--- src/rtl/r3_byte_unpack.sv ---
// Streaming R3 byte decoder: unpacks four value+1 encoded 2-bit fields per byte
// into {c1,c0} trits (00=0, 01=+1, 11=-1) with a valid/ready handshake on both sides.
module r3_byte_unpack #(
    parameter int P      = 761,
    parameter int NBYTES = 191,
    parameter int IDXW   = 10
) (
    input  logic            clk,
    input  logic            rst,
    input  logic            start,
    input  logic            in_valid,
    input  logic [7:0]      in_data,
    output logic            in_ready,
    output logic            out_valid,
    input  logic            out_ready,
    output logic            out_c0,
    output logic            out_c1,
    output logic [IDXW-1:0] out_idx,
    output logic            busy,
    output logic            done,
    output logic            fmt_err
);

    localparam int BCW = $clog2(NBYTES + 1);
    // Field pointer value of the only/last used field in the final byte.
    localparam logic [1:0] LAST_FP = 2'((P - 1) % 4);

    typedef enum logic [1:0] {
        S_IDLE,
        S_RUN,
        S_DONE
    } state_t;

    state_t          state_q, state_d;
    logic [7:0]      buf_q, buf_d;
    logic            buf_valid_q, buf_valid_d;
    logic [1:0]      fp_q, fp_d;
    logic [BCW-1:0]  bytes_taken_q, bytes_taken_d;
    logic [IDXW-1:0] out_idx_q, out_idx_d;
    logic            c0_q, c0_d;
    logic            c1_q, c1_d;
    logic            fmt_err_q, fmt_err_d;

    logic            out_fire;
    logic            in_fire;
    logic            last_byte;
    logic            final_field;
    logic            in_ready_int;
    logic [1:0]      cur_field;
    logic [1:0]      next_field;
    logic [1:0]      next_trit;
    logic [1:0]      load_trit;

    function automatic logic [1:0] field_of(input logic [7:0] b, input logic [1:0] sel);
        logic [1:0] f;
        case (sel)
            2'd0:    f = b[1:0];
            2'd1:    f = b[3:2];
            2'd2:    f = b[5:4];
            default: f = b[7:6];
        endcase
        return f;
    endfunction

    // Returns {c1,c0}; the invalid code 11 maps to zero and is flagged separately.
    function automatic logic [1:0] decode_field(input logic [1:0] f);
        logic [1:0] t;
        case (f)
            2'b00:   t = 2'b11;
            2'b01:   t = 2'b00;
            2'b10:   t = 2'b01;
            default: t = 2'b00;
        endcase
        return t;
    endfunction

    always_comb begin
        last_byte    = (bytes_taken_q == BCW'(NBYTES));
        final_field  = (fp_q == 2'd3) || (last_byte && (fp_q == LAST_FP));
        out_fire     = buf_valid_q && out_ready;
        in_ready_int = (state_q == S_RUN) && (bytes_taken_q < BCW'(NBYTES)) &&
                       (!buf_valid_q || (out_fire && final_field));
        in_fire      = in_valid && in_ready_int;
        cur_field    = field_of(buf_q, fp_q);
        next_field   = field_of(buf_q, fp_q + 2'd1);
        next_trit    = decode_field(next_field);
        load_trit    = decode_field(in_data[1:0]);
    end

    always_comb begin
        state_d       = state_q;
        buf_d         = buf_q;
        buf_valid_d   = buf_valid_q;
        fp_d          = fp_q;
        bytes_taken_d = bytes_taken_q;
        out_idx_d     = out_idx_q;
        c0_d          = c0_q;
        c1_d          = c1_q;
        fmt_err_d     = fmt_err_q;

        case (state_q)
            S_IDLE: begin
                if (start) begin
                    state_d       = S_RUN;
                    buf_valid_d   = 1'b0;
                    fp_d          = '0;
                    bytes_taken_d = '0;
                    out_idx_d     = '0;
                    c0_d          = 1'b0;
                    c1_d          = 1'b0;
                    fmt_err_d     = 1'b0;
                end
            end

            S_RUN: begin
                if (out_fire) begin
                    out_idx_d = out_idx_q + 1'b1;
                    if (cur_field == 2'b11) begin
                        fmt_err_d = 1'b1;
                    end
                    if (final_field) begin
                        buf_valid_d = 1'b0;
                        fp_d        = '0;
                    end else begin
                        fp_d = fp_q + 2'd1;
                        c1_d = next_trit[1];
                        c0_d = next_trit[0];
                    end
                    if (out_idx_q == IDXW'(P - 1)) begin
                        state_d = S_DONE;
                    end
                end

                // A same-cycle load overrides the drain of the final field.
                if (in_fire) begin
                    buf_d         = in_data;
                    buf_valid_d   = 1'b1;
                    fp_d          = '0;
                    c1_d          = load_trit[1];
                    c0_d          = load_trit[0];
                    bytes_taken_d = bytes_taken_q + 1'b1;
                end
            end

            S_DONE: begin
                state_d = S_IDLE;
            end

            default: begin
                state_d = S_IDLE;
            end
        endcase
    end

    always_ff @(posedge clk) begin
        if (rst) begin
            state_q       <= S_IDLE;
            buf_q         <= '0;
            buf_valid_q   <= 1'b0;
            fp_q          <= '0;
            bytes_taken_q <= '0;
            out_idx_q     <= '0;
            c0_q          <= 1'b0;
            c1_q          <= 1'b0;
            fmt_err_q     <= 1'b0;
        end else begin
            state_q       <= state_d;
            buf_q         <= buf_d;
            buf_valid_q   <= buf_valid_d;
            fp_q          <= fp_d;
            bytes_taken_q <= bytes_taken_d;
            out_idx_q     <= out_idx_d;
            c0_q          <= c0_d;
            c1_q          <= c1_d;
            fmt_err_q     <= fmt_err_d;
        end
    end

    assign in_ready  = in_ready_int;
    assign out_valid = buf_valid_q;
    assign out_c0    = c0_q;
    assign out_c1    = c1_q;
    assign out_idx   = out_idx_q;
    assign busy      = (state_q == S_RUN);
    assign done      = (state_q == S_DONE);
    assign fmt_err   = fmt_err_q;

endmodule

--- config.mk ---
export PLATFORM = sky130hd
export DESIGN_NAME = r3_byte_unpack
export DESIGN_NICKNAME = d
export VERILOG_FILES = /design/src/rtl/r3_byte_unpack.sv
export SDC_FILE = /design/constraint.sdc
export NUM_CORES = 1
export LEC_CHECK = 0
export BUFFER_PORTS_ARGS = -buffer_cell sky130_fd_sc_hd__buf_4
export CORE_ASPECT_RATIO = 1.1
export CORE_UTILIZATION = 38
export CTS_BUF_LIST = sky130_fd_sc_hd__clkbuf_4 sky130_fd_sc_hd__clkbuf_8
export DETAILED_ROUTE_END_ITERATION = 12
export PLACE_DENSITY_LB_ADDON = 0.3
export SLEW_MARGIN = 20
export SYNTH_ARGS = -nofsm -noshare
export SYNTH_HDL_FRONTEND = slang
export SYNTH_SLANG_ARGS = --single-unit
--- constraint.sdc ---
create_clock -name clk -period 2.7 [get_ports clk]
set_clock_uncertainty 0.1 [all_clocks]
set_input_delay 0.27 -clock clk [delete_from_list [all_inputs] [get_ports clk]]
set_output_delay 0.27 -clock clk [all_outputs]
set_load 0.01 [all_outputs]
Yosys cells after proc, flatten, opt, wreduce, memory -nomap -nowiden
Index checks and enable logic that the tools add are counted.
{"block": "totals", "reg_bits": 34, "in_bits": 13, "out_inout_bits": 17, "word_cells": 91}
{"block": "classes", "n_addsub": 3, "order_cmp": 1, "eq_ne": 20, "muxes": 35, "reduce_logical": 23}
{"cell": "2-to-1 mux 10 bit", "count": 2}
{"cell": "one-hot mux 10 bit (2 select lines)", "count": 1}
{"cell": "2-to-1 mux 8 bit", "count": 2}
{"cell": "one-hot mux 2 bit (2 select lines)", "count": 4}
{"cell": "one-hot mux 8 bit (2 select lines)", "count": 1}
{"cell": "equality test 2 bit, second input constant", "count": 7}
{"cell": "2-to-1 mux 2 bit", "count": 7}
{"cell": "2-to-1 mux 1 bit", "count": 12}
{"cell": "one-hot mux 2 bit (3 select lines)", "count": 2}
{"cell": "AND reduction 3 bit", "count": 4}
{"cell": "AND reduction 4 bit", "count": 3}
{"cell": "adder 10 x 1 -> 10 bit, second input constant", "count": 1}
{"cell": "equality test 10 bit, second input constant", "count": 1}
{"cell": "zero test 2 bit", "count": 5}
{"cell": "adder 8 x 1 -> 8 bit, second input constant", "count": 1}
{"cell": "equality test 8 bit, second input constant", "count": 1}
{"cell": "less-than comparator 8 bit, second input constant", "count": 1}
{"cell": "inequality test 2 x 1 -> 1 bit, second input constant", "count": 4}
{"cell": "one-hot mux 1 bit (2 select lines)", "count": 4}
{"cell": "equality test 2 x 1 -> 1 bit, second input constant", "count": 3}
{"cell": "logical AND 1 bit", "count": 6}
{"cell": "inequality test 3 x 1 -> 1 bit, second input constant", "count": 2}
{"cell": "inequality test 3 bit, second input constant", "count": 1}
{"cell": "adder 2 x 1 -> 2 bit, second input constant", "count": 1}
{"cell": "5 further kinds", "count": 6}

Logic depth before layout (Yosys ltp)
{"block": "depth", "word_depth": 9, "ltp_mapped": 8, "ltp_nobuf": 7}

Worst setup path before layout
No wires, ideal clock.
{"block": "synth_path", "path_kind": "reg2reg", "start": "register fp_q[0]", "end": "register bytes_taken_q[6]", "setup_ns": 0.063, "t_arrival_ns": 1.668, "required_time_ns": 2.537, "slack_ns": 0.869, "stages_incl_launch_ff": 7, "path_buffers": 0, "synth_period_minus_slack_ns": 1.831, "cell_sequence": "dfxtp_1 ha_1 a21boi_1 a2111oi_4 nand2_2 mux2_4 nor2_2"}
{"block": "synth_via", "elab_chain_len": 9, "word_cells_on_any_way": 10, "classes_between": "eq/ne (2); reduce/logical (8)"}
{"element": "start: declaration", "line": "37", "source": "logic [1:0] fp_q, fp_d;"}
{"element": "start signal: assignment", "line": "170", "source": "fp_q <= fp_d;"}
{"element": "zero test 2 bit", "line": "79", "source": "final_field = (fp_q == 2'd3) || (last_byte && (fp_q == LAST_FP));"}
{"element": "logical AND 1 bit", "line": "79"}
{"element": "logical OR 1 bit (*)", "line": "79"}
{"element": "logical AND 1 bit (*)", "line": "82", "source": "(!buf_valid_q || (out_fire && final_field));"}
{"element": "logical OR 1 bit (*)", "line": "82"}
{"element": "logical AND 1 bit (*)", "line": "81", "source": "in_ready_int = (state_q == S_RUN) && (bytes_taken_q < BCW'(NBYTES)) &&"}
{"element": "logical AND 1 bit (*)", "line": "83", "source": "in_fire = in_valid && in_ready_int;"}
{"element": "inequality test 2 x 1 -> 1 bit (no source line) (*)"}
{"element": "AND reduction 3 bit (no source line) (*)"}
{"element": "end signal: assignment", "line": "171", "source": "bytes_taken_q <= bytes_taken_d;"}
{"element": "end: declaration", "line": "38", "source": "logic [BCW-1:0] bytes_taken_q, bytes_taken_d;"}
Every way passes the cells marked *; elsewhere a longest branch is shown, timed or not.
A chain may end at the register's enable or synchronous reset.

Final worst setup path
{"block": "layout_path", "start": "register bytes_taken_q[0]", "end": "output port in_ready"}
{"block": "layout_via", "elab_chain_len": 6, "word_cells_on_any_way": 8, "classes_between": "order compare (1); eq/ne (1); reduce/logical (6)"}
{"element": "branches (longest 5 deep; another with less-than comparator 8 bit)"}
{"element": "logical AND 1 bit (*)", "line": "81"}
{"element": "end: declaration", "line": "13", "source": "output logic in_ready,"}
Mark *: on every way between the ends.

==> flow_summary_export.csv <==
group,metric,value,unit
outcome,run_status,"complete, no violations",
synthesis,synth_fp_nets,234,
detailed_routing,finalWirelength,4090,um
pwr,power_density,480,mW/mm^2
timing,max_freq,468,MHz
clocking,cts_setup_buffers,0,
synthesis,yosys.area_share.simple,24.3,%
synthesis,yosysMostFrequentCell,"dfxtp_1",
detailed_routing,vias_per_cell,5.25,
worst_setup_path,r2r_slack,0.61,ns
synthesis,synth_common_cells,"dfxtp_1 (34), nor2_1 (31), nand2_1 (23)",
timing,finalHoldViolCount,0,
detailed_routing,route.vias.total,1560,
floorplan,initial_core_util,40.8,%
placement,portBuffers,29,
floorplan,num_rows,25,
finish,num_antenna_cells,0,
worst_setup_path,cp-start-kind,"flip-flop",
detailed_routing,firstDrtPassIters,4,
synthesis,synth_top_area_share,37.8,%
grt,antenna_found_initial,0,
finish,multi_input_area,0.00105,mm^2
worst_setup_path,end_kind,"output pin",
synthesis,yosys_warnings,0,
floorplan,chipHeight,74.2,um
worst_setup_path,ff2ff_path_depth,6,
finish,areaGrowthSynthToFinish,19.7,%
synthesis,synth_top_family_by_area,"simple AND/OR/NAND/NOR gates",
synthesis,avgSynthCellArea,8.49,um^2
hold_path,min_to,"buf_q[2]$_SDFFE_PP0P_",
placement,dp_cells,289,
finish,layout-drive-gt1-share,21.4,%
synthesis,synthMuxAreaShare,1.95,%
timing,setup_violations,0,
finish,final_cell_count_no_fill,297,
finish,fillCellCount,440,
clocking,cts_tree,"yes",
clocking,clock_latency,0.29,ns
placement,gp_congestion,0.758,
worst_setup_path,crit_type,"flip-flop to output pin",
clocking,numCtsBuffers,5,
worst_setup_path,worstPathRequired,2.33,ns
floorplan,num_io_pins,30,
clocking,cts_root_buf,"clkbuf_8",
floorplan,die_w,67.6,um
grt,grt_max_degree,22,
synthesis,seq_area_frac_synth,37.8,%
synthesis,ys_ff_latch,34,
timing,finalSetupTns,0,ns
clocking,clk_pin_slew,0.08,ns
synthesis,synthTopCellsByArea,"dfxtp_1 (38%), nor2_1 (6.5%), ha_1 (6.3%)",
synthesis,synthArstFlopShare,0,%
floorplan,coreArea,0.00441,mm^2
synthesis,synth_top_area_cell,"dfxtp_1",
clocking,clk_path_buf_depth,2,
detailed_routing,drc,0,
timing,finalCriticalPeriod,2.14,ns
synthesis,synth-xor-area-share,5.35,%
timing,maxSlewViolCount,0,
grt,track_usage,18.0,%
clocking,cts_hold_buf,0,
synthesis,synthFlopType,"dfxtp_1",
hold_path,hp-start,"in_data[2]",
pwr,p_leak,0.000841,uW
synthesis,synth-compound-area-share,20.2,%
run,cap_viol_max_count,0,
worst_setup_path,reg2reg_from,"bytes_taken_q[0]$_SDFFE_PP0P_",
worst_setup_path,worst_r2r_endpoint,"out_c1$_SDFFE_PP0P_",
synthesis,synthCells,212,
timing,worst_slew_pin_slew,0.882,ns
worst_setup_path,path_max_fanout,5,
synthesis,synthesis.area,0.00180,mm^2
floorplan,dieArea,0.00502,mm^2
finish,nNetsFinal,264,
finish,regArea,681,um^2
detailed_routing,ant_nets,0,
detailed_routing,wl_per_cell,13.8,um
timing,fin_crit_sh,79.1,%
grt,grt_overflow,0,
detailed_routing,drtIter0Drc,100,
pwr,vdd_ir_drop_max,292,uV
clocking,clock_sinks,34,
clocking,ctsResizeCount,0,
clocking,htree_levels,2,
synthesis,yosysUniqueCellTypes,46,
timing,rsz0062_at_grt,"false",
worst_setup_path,crit_arrival,1.77,ns
grt,grt_pass1_vias,1453,
placement,post-dp-hpwl,2980,um
hold_path,hold_depth,3,
hold_path,hp-class,"input pin to flip-flop",
timing,relSlewSlack,41.2,%
grt,grt_pass1_wl,6600,um
synthesis,synth_enable_flop_cells,0,
synthesis,synth_adder_area_share,6.25,%
worst max-delay path by stage:
stage,from,to,slack (ns),cells past startpoint
after floorplan,fp_q[0]$_SDFFE_PP0P_,bytes_taken_q[6]$_SDFFE_PP0P_,0.87,6
after global placement,fp_q[1]$_SDFFE_PP0P_,out_c0$_SDFFE_PP0P_,0.66,7
after detailed placement,fp_q[1]$_SDFFE_PP0P_,out_c1$_SDFFE_PP0P_,0.61,6
after CTS,bytes_taken_q[0]$_SDFFE_PP0P_,in_ready,0.56,6
after global routing,fp_q[0]$_SDFFE_PP0P_,out_c1$_SDFFE_PP0P_,0.41,6
final,bytes_taken_q[0]$_SDFFE_PP0P_,in_ready,0.56,6
layer usage:
layer | track usage (%) | share of wire (%)
met4 | 9.46 | 2.2
met1 | 22.1 | 45
met5 | 0 | 0
met3 | 5.06 | 4.4
met2 | 28.3 | 48
stage by stage:
stage	worst slack, ns	hold slack, ns	instance area [um^2]	power [uW]	util (%)
3_3_place_gp	0.655	0.367	2060	647	46.7
2_1_floorplan	0.869	0.306	1800	603	-
6_report	0.565	0.121	2160	1030	48.9
4_1_cts	0.562	0.116	2160	1040	48.9
3_5_place_dp	0.614	0.368	2060	648	46.7
5_1_grt	0.406	0.131	2160	1080	48.9
cell usage in the layout (no fill, tap or decap), types with 2 or more instances in the layout:
cell        n
nand2b_1    2
o2111ai_1   4
nor2_1     31
o21ai_0     6
xor2_1     11
inv_1       9
o311ai_0    2
a21bo_2     2
dfxtp_1    34
mux2i_1     2
nand4_1     5
nand2b_4    2
a21oi_1    14
a222oi_1    4
nand3_1     6
and3_1      5
clkbuf_8    6
nand2_1    23
a22oi_1     3
ha_1        9
nor3_1      4
a211oi_1    4
buf_4      31
cells by family (layout without fill, tap and decap cells):
kind of cell / after synthesis / after routing
xor+xnor: 11 / 11
simple gates: 89 / 89
mux: 3 / 3
buf+inv: 17 / 48
flops: 34 / 34
fa+ha+maj: 9 / 9
compound gates: 49 / 49
power breakdown:
part           leakage, uW  internal (uW)  switching (uW)  total (uW)
Clock            0.0000472            205             194         399
Sequential        0.000276            514            12.8         526
Combinational     0.000519           49.3            60.2         110
registers in the layout, summed over array words and instances (netlist names):
name / flops
out_c0: 1
out_idx: 10
state_q: 2
out_c1: 1
fp_q: 2
out_valid: 1
bytes_taken_q: 8
fmt_err: 1
buf_q: 8
cell type report:
| type | instances | area share [%] |
|---|---|---|
| multi-input cells | 161 | 48.5 |
| flip-flops and latches | 34 | 31.6 |
| repair buffers | 31 | 10.8 |
| clock buffers | 6 | 3.83 |
| well taps | 54 | 3.13 |
| inverters | 9 | 1.57 |
| clock inverters | 2 | 0.580 |
critical path: stages (launching register included):
cell     delay [ns]
dfxtp_1        0.40
ha_1           0.20
and3_1         0.27
and3_1         0.21
o21ai_0        0.07
and3_1         0.18
buf_4          0.14
No activity file was read; power rests on OpenSTA's default activity.
